### config.mk
export PLATFORM = sky130hd
export DESIGN_NAME = alu_74181_nibble_seq
export DESIGN_NICKNAME = d
export VERILOG_FILES = /design/src/rtl/alu_74181_pkg.sv /design/src/rtl/alu_74181_nibble_seq.sv
export SDC_FILE = /design/constraint.sdc
export NUM_CORES = 1
export LEC_CHECK = 0
export ABC_AREA = 0
export BUFFER_PORTS_ARGS = -buffer_cell sky130_fd_sc_hd__buf_4
export CAP_MARGIN = 20
export CORE_UTILIZATION = 40
export CTS_CLUSTER_DIAMETER = 150
export DETAILED_ROUTE_END_ITERATION = 10
export PLACE_DENSITY = 0.65
export SYNTH_ARGS = -nofsm -noshare
export SYNTH_HDL_FRONTEND = slang
export SYNTH_SLANG_ARGS = --single-unit
### constraint.sdc
create_clock -name clk_i -period 3.3 [get_ports clk_i]
set_input_delay 0.165 -clock clk_i [delete_from_list [all_inputs] [get_ports clk_i]]
set_output_delay 0.165 -clock clk_i [all_outputs]
set_load 0.01 [all_outputs]
### src/rtl/alu_74181_pkg.sv
// ---------------------------------------------------------------------------
// alu_74181_pkg
// Shared definitions for the serial 74181 nibble controller:
//   NIBBLE_W     width of one 74181 slice
//   seq_state_t  controller states (IDLE, EXEC, DONE)
//   ALU_S_*      named 74181 S codes for common operations
//   ALU_M_*      74181 mode control values
// ---------------------------------------------------------------------------
package alu_74181_pkg;

    localparam int NIBBLE_W = 4;

    typedef enum logic [1:0] {
        IDLE = 2'd0,
        EXEC = 2'd1,
        DONE = 2'd2
    } seq_state_t;

    // SUB and XOR share one S code; M selects between them.
    localparam logic [3:0] ALU_S_ADD    = 4'b1001;
    localparam logic [3:0] ALU_S_SUB    = 4'b0110;
    localparam logic [3:0] ALU_S_XOR    = 4'b0110;
    localparam logic [3:0] ALU_S_AND    = 4'b1011;
    localparam logic [3:0] ALU_S_OR     = 4'b1110;
    localparam logic [3:0] ALU_S_PASS_A = 4'b1111;

    localparam logic ALU_M_LOGIC = 1'b1;
    localparam logic ALU_M_ARITH = 1'b0;

endpackage

### src/rtl/alu_74181_nibble_seq.sv
// ---------------------------------------------------------------------------
// alu_74181_nibble_seq
// Runs one shared 4-bit 74181 slice serially over a 4*NIBBLES-bit operation,
// one nibble per clock, least significant nibble first.
//
// Ports
//   clk_i, rst_i              clock (rising edge), synchronous active-high reset
//   req_valid_i/req_ready_o   request handshake
//   op_select_i, op_mode_i    74181 S code and M bit for the operation
//   carry_in_i                active-high carry into nibble 0
//   A_i, B_i                  wide operands
//   alu_S_o .. alu_B_o        drive to the shared slice (zero outside EXEC)
//   alu_F_i, alu_cn4_i,
//   alu_eq_i                  results returned by the slice
//   rsp_valid_o/rsp_ready_i   response handshake
//   result_o                  assembled F
//   carry_out_o               carry out of the last nibble
//   equal_o                   AND of the slice A=B output over all nibbles
//   zero_o                    result_o == 0
//   busy_o                    controller not idle
// ---------------------------------------------------------------------------
module alu_74181_nibble_seq
    import alu_74181_pkg::*;
#(
    parameter int NIBBLES = 4
) (
    input  logic                        clk_i,
    input  logic                        rst_i,

    input  logic                        req_valid_i,
    output logic                        req_ready_o,
    input  logic [3:0]                  op_select_i,
    input  logic                        op_mode_i,
    input  logic                        carry_in_i,
    input  logic [NIBBLE_W*NIBBLES-1:0] A_i,
    input  logic [NIBBLE_W*NIBBLES-1:0] B_i,

    output logic [3:0]                  alu_S_o,
    output logic                        alu_M_o,
    output logic                        alu_cn_o,
    output logic [NIBBLE_W-1:0]         alu_A_o,
    output logic [NIBBLE_W-1:0]         alu_B_o,
    input  logic [NIBBLE_W-1:0]         alu_F_i,
    input  logic                        alu_cn4_i,
    input  logic                        alu_eq_i,

    output logic                        rsp_valid_o,
    input  logic                        rsp_ready_i,
    output logic [NIBBLE_W*NIBBLES-1:0] result_o,
    output logic                        carry_out_o,
    output logic                        equal_o,
    output logic                        zero_o,
    output logic                        busy_o
);

    localparam int W  = NIBBLE_W * NIBBLES;
    // Nibble index width; a single-nibble build still gets a 1-bit counter.
    localparam int KW = (NIBBLES > 1) ? $clog2(NIBBLES) : 1;
    localparam logic [KW-1:0] K_LAST = KW'(NIBBLES - 1);

    seq_state_t      state_reg;
    logic [3:0]      s_reg;
    logic            m_reg;
    logic [W-1:0]    a_reg;
    logic [W-1:0]    b_reg;
    logic [W-1:0]    result_reg;
    logic            carry_reg;
    logic            eq_reg;
    logic [KW-1:0]   k_reg;
    logic            req_ready_reg;
    logic            rsp_valid_reg;
    logic            busy_reg;

    // Per-nibble views of the latched operands and per-nibble result write
    // enables, so the slice mux and the result store are plain array indexing.
    logic [NIBBLE_W-1:0] a_nib [NIBBLES];
    logic [NIBBLE_W-1:0] b_nib [NIBBLES];
    logic [NIBBLES-1:0]  nib_we;

    genvar gi;
    generate
        for (gi = 0; gi < NIBBLES; gi++) begin : g_nib
            assign a_nib[gi]  = a_reg[gi*NIBBLE_W +: NIBBLE_W];
            assign b_nib[gi]  = b_reg[gi*NIBBLE_W +: NIBBLE_W];
            assign nib_we[gi] = (state_reg == EXEC) && (k_reg == KW'(gi));
        end
    endgenerate

    // Slice drive: only meaningful in EXEC, held at zero otherwise so the
    // shared slice sees quiet inputs while the controller is idle or waiting.
    always_comb begin
        alu_S_o  = '0;
        alu_M_o  = 1'b0;
        alu_cn_o = 1'b0;
        alu_A_o  = '0;
        alu_B_o  = '0;
        if (state_reg == EXEC) begin
            alu_S_o  = s_reg;
            alu_M_o  = m_reg;
            alu_cn_o = carry_reg;
            alu_A_o  = a_nib[k_reg];
            alu_B_o  = b_nib[k_reg];
        end
    end

    always_ff @(posedge clk_i) begin
        if (rst_i) begin
            state_reg     <= IDLE;
            s_reg         <= '0;
            m_reg         <= 1'b0;
            a_reg         <= '0;
            b_reg         <= '0;
            result_reg    <= '0;
            carry_reg     <= 1'b0;
            eq_reg        <= 1'b0;
            k_reg         <= '0;
            req_ready_reg <= 1'b1;
            rsp_valid_reg <= 1'b0;
            busy_reg      <= 1'b0;
        end else begin
            // Result nibble k is captured straight from the slice; unknowns
            // on alu_F_i are stored as they are.
            for (int i = 0; i < NIBBLES; i++) begin
                if (nib_we[i]) begin
                    result_reg[i*NIBBLE_W +: NIBBLE_W] <= alu_F_i;
                end
            end

            case (state_reg)
                IDLE: begin
                    if (req_valid_i && req_ready_reg) begin
                        state_reg     <= EXEC;
                        s_reg         <= op_select_i;
                        m_reg         <= op_mode_i;
                        a_reg         <= A_i;
                        b_reg         <= B_i;
                        carry_reg     <= carry_in_i;
                        eq_reg        <= 1'b1;
                        k_reg         <= '0;
                        req_ready_reg <= 1'b0;
                        busy_reg      <= 1'b1;
                    end
                end

                EXEC: begin
                    // The carry register doubles as the ripple link between
                    // nibbles and, after the last one, as the final carry out.
                    carry_reg <= alu_cn4_i;
                    eq_reg    <= eq_reg & alu_eq_i;
                    if (k_reg == K_LAST) begin
                        state_reg     <= DONE;
                        k_reg         <= '0;
                        rsp_valid_reg <= 1'b1;
                    end else begin
                        k_reg <= k_reg + KW'(1);
                    end
                end

                DONE: begin
                    // Requests are not taken here even when the response is
                    // consumed; the controller passes through IDLE first.
                    if (rsp_ready_i) begin
                        state_reg     <= IDLE;
                        rsp_valid_reg <= 1'b0;
                        busy_reg      <= 1'b0;
                        req_ready_reg <= 1'b1;
                    end
                end

                default: begin
                    state_reg     <= IDLE;
                    rsp_valid_reg <= 1'b0;
                    busy_reg      <= 1'b0;
                    req_ready_reg <= 1'b1;
                end
            endcase
        end
    end

    assign req_ready_o = req_ready_reg;
    assign rsp_valid_o = rsp_valid_reg;
    assign busy_o      = busy_reg;
    assign result_o    = result_reg;
    assign carry_out_o = carry_reg;
    assign equal_o     = eq_reg;
    assign zero_o      = (result_reg == '0);

endmodule

# After elaboration in Yosys (flattened, before gate mapping)
# Cells that the tools add are included.
# W data, S select, Z words.
[totals]
regBits = 62
out_inout_bits = 36
elab_cells = 72
[classes]
n_addsub = 1
magnitude_cmp = 1
n_eq_ne = 8
n_mux = 29
bitwise = 4
reduce_logical = 14
[op_table]
columns = ["op", "n"]
rows = [
  ["$mux W4", 7],
  ["$bmux W4 S2", 2],
  ["$logic_not A16 Y1", 1],
  ["$mux W2", 5],
  ["$pmux W1 S3", 3],
  ["$reduce_and A3 Y1", 3],
  ["$mux W1", 8],
  ["$eq A2 B2 Y1 const B", 3],
  ["$pmux W2 S3", 1],
  ["$logic_and A1 B1 Y1", 5],
  ["$eq A2 B1 Y1 const B", 2],
  ["$logic_not A2 Y1", 2],
  ["$ne A2 B2 Y1 const B", 2],
  ["$pmux W1 S2", 2],
  ["$pmux W2 S2", 1],
  ["$reduce_and A2 Y1", 2],
  ["$ge A3 B3 Y1 const B", 1],
  ["$not A2 Y3", 1],
  ["$add A2 B1 Y2 const B", 1],
  ["$ne A2 B1 Y1 const B", 1],
  ["$not A1 Y1", 2],
  ["$reduce_bool A2 Y1", 1],
  ["$and A1 B1 Y1", 1],
]

# Depth between registers and ports, before layout
[logic_depth]
depth_word = 5
depth_mapped = 6

# Least setup slack after synthesis
# No wires, ideal clock.
[synth_timing]
path_type = "register to output"
from = "reg k_reg[0]"
to = "out alu_A_o[0]"
t_arrival_ns = 1.250
required_ns = 3.135
path_slack_ns = 1.885
stages_incl_launch_ff = 4
cell_sequence = "dfxtp_1 -> buf_6 -> mux4_1 -> and2_1"
[synth_between]
elab_chain_len = 5
[synth_lines]
columns = ["item", "line", "rtl"]
rows = [
  ["start, declared", "alu_74181_nibble_seq.sv:69", "logic [KW-1:0] k_reg;"],
  ["start signal, assigned", "alu_74181_nibble_seq.sv:155", "k_reg <= k_reg + KW'(1);"],
  ["$not A2 Y3 (not written as such)", "alu_74181_nibble_seq.sv:101", "alu_A_o = a_nib[k_reg];"],
  ["$bmux W4 S2", "alu_74181_nibble_seq.sv:101", ""],
  ["$mux W4 (not written as such) (2 in series)", "alu_74181_nibble_seq.sv:101", ""],
  ["$mux W4", "alu_74181_nibble_seq.sv:97", "if (state_reg == EXEC) begin"],
  ["end, declared", "alu_74181_nibble_seq.sv:41", "output logic [NIBBLE_W-1:0] alu_A_o,"],
]
# No other way between the ends. The select of a mux whose other input is x is not followed.

# Worst setup path after layout
[layout_timing]
from = "reg state_reg[0]"
to = "out alu_B_o[3]"
[layout_between]
elab_chain_len = 2
[layout_lines]
columns = ["item", "line", "rtl"]
rows = [
  ["start, declared", "alu_74181_nibble_seq.sv:61", "seq_state_t state_reg;"],
  ["start signal, assigned", "alu_74181_nibble_seq.sv:108", "state_reg <= IDLE;"],
  ["start signal, assigned", "alu_74181_nibble_seq.sv:132", "state_reg <= EXEC;"],
  ["start signal, assigned", "alu_74181_nibble_seq.sv:151", "state_reg <= DONE;"],
  ["$eq A2 B1 Y1", "alu_74181_nibble_seq.sv:97", ""],
  ["$mux W4", "alu_74181_nibble_seq.sv:97", ""],
  ["end, declared", "alu_74181_nibble_seq.sv:42", "output logic [NIBBLE_W-1:0] alu_B_o,"],
]
# No other way between the ends.

==> summary.txt <==
Logic synthesis
  • Unique masters post-synth: 29
  • Synth warnings: 0
  • Synth top area share: 0.472
  • Most used DFF post-synth: dfxtp_1
  • Synth Register Bits: 62
  • Synth area leader: dfxtp_1
  • Area contributors post-synth: dfxtp_1 (47%), nand2_1 (13%), a21oi_1 (11%), mux4_1 (7.0%), nand3_1 (3.4%)
  • Ys async rst share: 0
  • Syn Std Cell Area: between 2000 and 3000 um^2
  • Seq/Total Area, Yosys: 0.472
  • Syn Nets: 363
  • Cells after synthesis: between 300 and 400
  • Post-synth EDFFs: 0
  • Syn_area_per_cell: between 8 and 9 um^2

Power and ir drop
  • PD cells: 499 nW/um^2
  • Leakage: between 1 and 1.5 nW
  • Peak VDD IR: between 0.0002 and 0.00025 V

Clock tree
  • Max clock buf depth: 2
  • Clk slew on worst S/H paths: 70 ps
  • PostCTS Resize Cnt: 0
  • Worst-Skew Late Latency: between 300 and 400 ps
  • CTS tree: built
  • Post-CTS setup buffer count: 0
  • Total CTS buffers: 9
  • H-tree depth: 3
  • # clock sinks: 62
  • Clock root cell: clkbuf_8
  • CTS Hold Bufs: 0

Floorplan
  • # IOs: 84
  • Die W: 83.1 um
  • Cell Rows: 29
  • Initial Util: 0.414
  • Vert. Die Dim: between 80 and 90 um
  • Total die area: 6900 um^2
  • CORE AREA: 6350 um^2

STA
  • F_max: roughly 450 MHz
  • Setup TNS: 0 ps
  • Tcrit/Tclk final: 0.672
  • Unrepaired setup endpoints after global routing: no
  • Setup-failing EPs final: 0
  • Crit path time final: 2220 ps
  • Worst-Margin Slew: between 900 and 1000 ps
  • Max-slew headroom: 0.353
  • Clock skew: 4.65 ps
  • Final Hold Viols: 0
  • Pins Over Slew Limit: 0

Critical path
  • WS Path Type: reg -> out
  • Req. time, crit path: 3130 ps
  • Worst setup path startpoint: state_reg[0]$_SDFFE_PP0P_
  • Critical-path cell list: and2b_1, and2_1, buf_4
  • Critical R2R Launch: state_reg[1]$_SDFFE_PP0P_
  • Critical path arrival: between 2000 and 2500 ps
  • Critical path destination: alu_B_o[3]
  • Startpoint types: flip-flop
  • CP max stage cell: and2b_1
  • FF-to-FF End: a_reg[2]$_SDFFE_PP0P_
  • Max incr delay on CP: 820 ps
  • Worst Path Max Fanout: 32
  • Worst R2R Path Depth: 4
  • R2r setup slk: 1440 ps
  • Worst setup EP type: output pin

Final layout
  • Final #Nets: 436
  • Share of layout cells above drive strength 1: 0.262
  • Final Util: 0.544
  • FILL cells: approximately 630
  • # diodes: 0
  • Area growth syn-to-layout: 31.4%

Outcome
  • Status: finished, final reports clean

Placed design
  • DP HPWL: 4140 um
  • Port bufs: 83
  • GPL Wtd Cong: between 0.8 and 0.9

Global routing
  • Vias in the first global route: 2255
  • Largest net degree at the start of global routing: 63
  • GR Overflow Total: 0
  • Global-route wire length before repair: between 10000 and 15000 um
  • Initial antenna violation count: 0
  • Global Route Usage Sum: 0.189

Min path
  • Min-Delay Path Class: in -> reg

Route
  • DR vias: 2357
  • Wire per inst: 13.1 um
  • DRC: 0
  • Routed WL: roughly 6100 um
  • Vias/cell: 5.06
  • Detail Route Antenna Nets: 0
  • First-pass DRT Iterations: 4
  • Iter 0 DRT Violations: 174

Job
  • Max-cap viol count: 0
-- critical path: cells and delay by family, from the launching register on --
family        cells  cell delay, ps
simple gates      2            1080
flops             1             510
buf+inv           1             130
-- cells in the mapped netlist (2+ instances only) --
library cell	instances
a21oi_1	60
and2_1	14
buf_2	8
buf_4	3
clkbuf_1	10
dfxtp_1	62
ha_1	4
inv_1	2
mux4_1	7
nand2_1	93
nand2b_1	2
nand3_1	18
nand3b_1	4
nor2_1	5
nor4_1	4
o21ai_0	2
-- layer usage --
| layer | global-route usage | up-vias | wire, um |
|---|---|---|---|
| met1 | 0.240 | 1076 | 2700 |
| met3 | 0.0457 | 8 | 324 |
| met2 | 0.305 | 69 | 3020 |
| met4 | 0.0846 | 0 | 75 |
| met5 | 0 | - | 0 |
| li1 | - | 1204 | - |
-- placed cells by master (no fill, tap or decap) --
cell type	n
nand4bb_2	1
and2b_1	1
nand3_1	18
and4bb_1	1
a21oi_1	60
bufinv_16	1
a31oi_1	1
or2_2	1
clkinvlp_4	1
nand3b_1	4
inv_1	2
mux4_1	7
nand2b_1	2
o21bai_1	1
clkinv_2	1
nor4b_1	1
nor2_1	5
buf_4	85
and4_1	1
o21ai_0	2
ha_1	4
clkbuf_1	2
and2_1	14
mux4_2	1
a22oi_1	1
nor4_1	4
o21a_1	1
clkbuf_8	11
nand2_1	93
dfxtp_1	62
-- final cells by class --
cell class              instances  area [um^2]  area share
clock buffers                  13          159      0.0460
clock inverters                 3         42.5      0.0123
inverters                       2         7.51     0.00217
multi-input cells             224         1270       0.367
flip-flops and latches         62         1240       0.359
well taps                      77         96.3      0.0279
repair buffers                 85          638       0.185
-- report_power, final --
| group | total (mW) | switching [mW] | internal [mW] |
|---|---|---|---|
| clock network | 0.668 | 0.278 | 0.389 |
| registers | 0.822 | 0.0309 | 0.791 |
| logic | 0.232 | 0.117 | 0.114 |
-- metrics by stage --
step	area (um^2)	instances	hold WS (ps)	worst slack (ps)	total power, mW
after global placement	3250	450	415	1430	1.07
after detailed placement	3250	450	420	1390	1.07
final	3450	466	75.0	1080	1.72
after floorplan	2630	311	301	1880	0.976
after global routing	3450	466	72.0	847	1.81
after CTS	3450	466	63.3	1010	1.74
-- logic make-up (layout without fill, tap and decap cells) --
| family | after synthesis | after routing | synth area share |
|---|---|---|---|
| buffers and inverters | 25 | 103 | 0.0467 |
| AND/OR/NAND/NOR | 146 | 146 | 0.254 |
| adder cells (fa/ha/maj) | 4 | 4 | 0.0190 |
| multiplexers | 8 | 8 | 0.0786 |
| flip-flops | 62 | 62 | 0.472 |
| AO/OA/AOI/OAI | 66 | 66 | 0.129 |
-- worst min-delay path by stage --
| stage | startpoint | end | slack, ps | depth (start not counted) |
|---|---|---|---|---|
| 2_1_floorplan | A_i[0] | a_reg[0]$_SDFFE_PP0P_ | 300 | 2 |
| 3_3_place_gp | B_i[2] | b_reg[2]$_SDFFE_PP0P_ | 420 | 3 |
| 3_5_place_dp | B_i[2] | b_reg[2]$_SDFFE_PP0P_ | 420 | 3 |
| 4_1_cts | B_i[13] | b_reg[13]$_SDFFE_PP0P_ | 60 | 3 |
| 5_1_grt | A_i[2] | a_reg[2]$_SDFFE_PP0P_ | 70 | 3 |
| 6_report | A_i[14] | a_reg[14]$_SDFFE_PP0P_ | 70 | 3 |
No activity file was read; power rests on OpenSTA's default activity.
